==> config.mk <==
export PLATFORM = sky130hd
export DESIGN_NAME = irq_pend
export DESIGN_NICKNAME = d
export VERILOG_FILES = /design/src/rtl/irq_pend_pkg.sv /design/src/rtl/irq_pend_sync.sv /design/src/rtl/irq_pend.sv
export SDC_FILE = /design/constraint.sdc
export NUM_CORES = 1
export LEC_CHECK = 0
export ABC_AREA = 1
export CELL_PAD_IN_SITES_DETAIL_PLACEMENT = 0
export CELL_PAD_IN_SITES_GLOBAL_PLACEMENT = 1
export CORE_UTILIZATION = 20
export CTS_CLUSTER_SIZE = 40
export DETAILED_ROUTE_END_ITERATION = 12
export GPL_ROUTABILITY_DRIVEN = 1
export HOLD_SLACK_MARGIN = 0.15
export PLACE_DENSITY = 0.91
export SYNTH_ARGS = -nofsm -noshare
export SYNTH_HDL_FRONTEND = slang
export SYNTH_SLANG_ARGS = --single-unit
==> constraint.sdc <==
create_clock -name clk -period 1.3 [get_ports clk]
set_clock_uncertainty 0.1 [all_clocks]
set_input_delay 0.13 -clock clk [delete_from_list [all_inputs] [get_ports clk]]
set_output_delay 0.13 -clock clk [all_outputs]
set_load 0.01 [all_outputs]
==> src/rtl/irq_pend_pkg.sv <==
// Shared constants and helpers for the interrupt pending controller.
// The mip bit positions and the register-bus width are kept here so the CSR
// file and the pending controller agree on one definition.
package irq_pend_pkg;

    localparam int REG_BUS_W    = 32;
    localparam int MIP_MEIP_BIT = 11;
    localparam int MIP_MTIP_BIT = 7;
    localparam int MIP_MSIP_BIT = 3;

    // Build the mip read value from the three pending sources; all other bits read 0.
    function automatic logic [REG_BUS_W-1:0] mip_pack(input logic meip,
                                                      input logic mtip,
                                                      input logic msip);
        logic [REG_BUS_W-1:0] v;
        v               = {REG_BUS_W{1'b0}};
        v[MIP_MEIP_BIT] = meip;
        v[MIP_MTIP_BIT] = mtip;
        v[MIP_MSIP_BIT] = msip;
        return v;
    endfunction

endpackage

==> src/rtl/irq_pend_sync.sv <==
// Multi-flop synchroniser for a single asynchronous level, with synchronous reset.
module irq_sync #(
    parameter int STAGES = 2
) (
    input  logic clk,
    input  logic rst,
    input  logic d,
    output logic q
);

    logic [STAGES-1:0] sync_r;

    // Shift the asynchronous input through the synchroniser chain.
    always_ff @(posedge clk) begin
        if (rst) begin
            sync_r <= {STAGES{1'b0}};
        end else begin
            sync_r <= {sync_r[STAGES-2:0], d};
        end
    end

    assign q = sync_r[STAGES-1];

endmodule

==> src/rtl/irq_pend.sv <==
// Interrupt pending controller: synchronises the external IRQ pin, latches it
// edge- or level-triggered, registers the timer and software levels, and masks
// all three with the mie bits for the trap unit. The unmasked view feeds mip.
// Optional glitch filter on the external pin: define IRQ_GLITCH_FILTER_EN.
module irq_pend
    import irq_pend_pkg::*;
#(
    parameter int SYNC_STAGES = 2,
    parameter int FILT_CYC    = 4
) (
    input  logic                 clk,
    input  logic                 rst,
    input  logic                 ex_irq_i,
    input  logic                 tcmp_irq_i,
    input  logic                 soft_irq_i,
    input  logic                 ex_edge_mode_i,
    input  logic                 meie_i,
    input  logic                 mtie_i,
    input  logic                 msie_i,
    input  logic                 pex_rsp_i,
    input  logic                 ptcmp_rsp_i,
    input  logic                 psoft_rsp_i,
    input  logic                 ovr_clr_i,
    output logic                 pex_trap_o,
    output logic                 ptcmp_trap_o,
    output logic                 psoft_trap_o,
    output logic [REG_BUS_W-1:0] mip_o,
    output logic                 ex_ovr_o
);

    // Reject illegal parameter values at elaboration time.
    if (SYNC_STAGES < 2 || FILT_CYC < 1 || FILT_CYC > 255) begin : g_bad_param
        $error("irq_pend: SYNC_STAGES must be >=2 and FILT_CYC must be 1..255");
    end

    logic ex_s;
    logic ex_f;
    logic ex_l_r;
    logic ex_e_r;
    logic tm_p_r;
    logic sw_p_r;
    logic ovr_r;
    logic ex_set_s;
    logic meip_s;

    // Timer and software sources are levels; the trap unit's responses for them carry no state here.
    logic unused_rsp_s;
    assign unused_rsp_s = ptcmp_rsp_i ^ psoft_rsp_i;

    irq_sync #(
        .STAGES (SYNC_STAGES)
    ) u_ex_sync (
        .clk (clk),
        .rst (rst),
        .d   (ex_irq_i),
        .q   (ex_s)
    );

`ifdef IRQ_GLITCH_FILTER_EN
    localparam int                CNT_W    = $clog2(FILT_CYC + 1);
    localparam logic [CNT_W-1:0] CNT_LAST = CNT_W'(FILT_CYC - 1);

    logic [CNT_W-1:0] filt_cnt_r;
    logic             ex_f_r;

    // Accept a new pin level only after it has differed from the filtered level for FILT_CYC cycles.
    always_ff @(posedge clk) begin
        if (rst) begin
            filt_cnt_r <= {CNT_W{1'b0}};
            ex_f_r     <= 1'b0;
        end else if (ex_s == ex_f_r) begin
            filt_cnt_r <= {CNT_W{1'b0}};
            ex_f_r     <= ex_f_r;
        end else if (filt_cnt_r == CNT_LAST) begin
            filt_cnt_r <= {CNT_W{1'b0}};
            ex_f_r     <= ex_s;
        end else begin
            filt_cnt_r <= filt_cnt_r + {{(CNT_W-1){1'b0}}, 1'b1};
            ex_f_r     <= ex_f_r;
        end
    end

    assign ex_f = ex_f_r;
`else
    assign ex_f = ex_s;
`endif

    // A rising edge of the filtered pin is only meaningful in edge mode.
    assign ex_set_s = ex_edge_mode_i & ex_f & ~ex_l_r;

    // Level copies of the three sources.
    always_ff @(posedge clk) begin
        if (rst) begin
            ex_l_r <= 1'b0;
            tm_p_r <= 1'b0;
            sw_p_r <= 1'b0;
        end else begin
            ex_l_r <= ex_f;
            tm_p_r <= tcmp_irq_i;
            sw_p_r <= soft_irq_i;
        end
    end

    // Edge-pending flag: a new edge beats a simultaneous response so no edge is lost.
    always_ff @(posedge clk) begin
        if (rst) begin
            ex_e_r <= 1'b0;
        end else if (!ex_edge_mode_i) begin
            ex_e_r <= 1'b0;
        end else if (ex_set_s) begin
            ex_e_r <= 1'b1;
        end else if (pex_rsp_i) begin
            ex_e_r <= 1'b0;
        end else begin
            ex_e_r <= ex_e_r;
        end
    end

    // Sticky overrun: an edge landed on an already-pending, unserviced interrupt.
    always_ff @(posedge clk) begin
        if (rst) begin
            ovr_r <= 1'b0;
        end else if (ex_set_s && ex_e_r && !pex_rsp_i) begin
            ovr_r <= 1'b1;
        end else if (ovr_clr_i) begin
            ovr_r <= 1'b0;
        end else begin
            ovr_r <= ovr_r;
        end
    end

    // Masks apply combinationally so a mie write takes effect in the same cycle.
    always_comb begin
        meip_s       = ex_edge_mode_i ? ex_e_r : ex_l_r;
        pex_trap_o   = meip_s & meie_i;
        ptcmp_trap_o = tm_p_r & mtie_i;
        psoft_trap_o = sw_p_r & msie_i;
        mip_o        = mip_pack(meip_s, tm_p_r, sw_p_r);
        ex_ovr_o     = ovr_r;
    end

endmodule

==> metrics <==
status=completed; CP startpoint=mtie_i; vias=about 370; Syn Inst Count=between 70 and 80; die area=~2800 sq um; largest net degree at the start of global routing=7; total gr overflow=0; 1st-iter DRT viols=0; mapped cell area=523 sq um; Final period util=0.892; FF-to-FF Start=ex_e_r; Min-Delay Endpoint=ex_ovr_o; DP HPWL=674 microns; crit path launch type=input port; Fin Hold WS=0.252 ns; Row Count=18; register area share after synthesis=0.268; maximum VDD drop=0.000313 V; crit path kind=input port to primary output; syn_area_per_cell=7.26 sq um; First-pass DRT Iterations=1; commonest non-fill, non-tap cells in the layout=conb_1, inv_1, clkdlybuf4s50_1; WHS Path Cells=6; root buf cell=clkbuf_4; area leader, netlist=buf_4; Routed WL per cell=5.82 microns; commonest non-fill, non-tap cell in the layout=conb_1; Lkg Pwr=between 0.3 and 0.4 nW; CTS H-tree depth=1; Critical Path RT=between 1 and 1.5 ns; total CTS buffers=3; fmax=between 800 and 900 MHz; DP Worst Slack=-0.365 ns; Initial Utilization=0.211; fin worst setup slack=about 0.14 ns; Ports=49; Clock Pin Slew Worst Setup and Hold Paths=roughly 0.060 ns; Synth cell types=11; Synth Warn #=0; antenna-violating nets left=0; post-CTS setup buffer count=0; DR vias/cell=3.02; type of the worst min-delay path=input port to flip-flop; area delta synth->final=22.2%; ranking of synthesized cells by area=buf_4, dfxtp_1, inv_1; Pwr per Cell Area=roughly 800 nW/um^2; fin crit period=~1.2 ns; Yosys top cell area share=0.459; I/O Buffers=17; Clock Sinks=7; gpl congestion=roughly 0.66; CP Capture Type=primary output; clk_lat worst skew=~0.25 ns; initial antenna violation count=0; # hold bufs at CTS=0; setup slack, reg-to-reg=around 0.46 ns; final wirelength=around 700 microns; diode count=0; # setup viols final=0; DRC violations left=0; Core ar.=2480 sq um; Final nets=107; RSZ-0062 raised after global routing=false; #FFs+latches synth=7; CTS tree=yes; Final Max Tran Viols=0; WP data arrival=a little over 0.9 ns; hold path start=ex_edge_mode_i; cells on worst reg2reg path=5; endpoints failing hold=0; Die H=~53 microns; number of max-cap violations=0; GRT Overall Usage=0.0601; die width=~53 microns; first-pass GRT wire length=approximately 1100 microns; CTS Buffer Depth=2; worst-path maximum fanout=1; reg-to-reg endpoint=ex_ovr_o; share of post-route cells with drive strength above 1=0.140; vias in the first global route=277
## layout make-up
class / instances / area (sq um)
clock buffer: 3 / 22.5
clock inverter: 1 / 5.00
fill: 282 / 1840
inverter: 12 / 45.0
multi-input combinational: 49 / 203
sequential: 7 / 140
tap: 30 / 37.5
timing repair buffer: 21 / 186
## logic make-up after synthesis
family,synth area share
buffers and inverters,0.545
other,0.00717
AND/OR/NAND/NOR,0.144
AO/OA/AOI/OAI,0.0359
flip-flops,0.268
## stage by stage
stage	setup TNS, ns	area [sq um]	cells	total power, mW	utilization
finish	0	639	123	0.524	0.258
global route	0	639	123	0.569	0.258
detailed placement	-0.841	626	119	0.342	0.253
CTS	0	641	123	0.537	0.259
global placement	-0.779	626	119	0.340	0.253
floorplan	0	628	100	0.356	-
## cells in the mapped netlist
cell / number
inv_1: 12
nor2_2: 1
a21boi_2: 1
a21boi_0: 1
buf_4: 32
nand2_1: 8
nand3_1: 1
nand3b_1: 1
nor2_1: 7
conb_1: 1
dfxtp_1: 7
## worst max-delay path by stage
| stage | endpoint | cells after the start |
|---|---|---|
| 2_1_floorplan | pex_trap_o | 2 |
| 3_3_place_gp | pex_trap_o | 4 |
| 3_5_place_dp | pex_trap_o | 5 |
| 4_1_cts | mip_o[11] | 5 |
| 5_1_grt | pex_trap_o | 3 |
| 6_report | ptcmp_trap_o | 4 |
## worst max-delay path, stage by stage
cell             delay [ns]
clkdlybuf4s50_1        0.45
nand2_1                0.04
inv_1                  0.04
dlygate4sd2_1          0.26
## flip-flops by register name, indices dropped and copies added, names as in the netlist
register,count
tm_p_r,1
ex_ovr_o,1
sw_p_r,1
u_ex_sync.sync_r,2
ex_l_r,1
ex_e_r,1
## per-layer routing
layer  GRT usage  vias up  part of all wire
met5           0        -                 0
met4      0.0526        0                 0
met3      0.0259        0             0.087
met2       0.101       22              0.58
met1      0.0543      160              0.33
li1            -      190                 -
## timing repair
item,CTS,global route
pin swaps,0,1
gates resized for setup,11,4
endpoints found under the setup margin,7,2
## report_power, final
group / leakage (nW) / internal, mW / switching (mW)
clock: 0.0177 / 0.112 / 0.0794
combinational: 0.308 / 0.0448 / 0.0622
sequential: 0.0575 / 0.222 / 0.00290
total: 0.383 / 0.379 / 0.145
(Power assumes the default switching activity.)
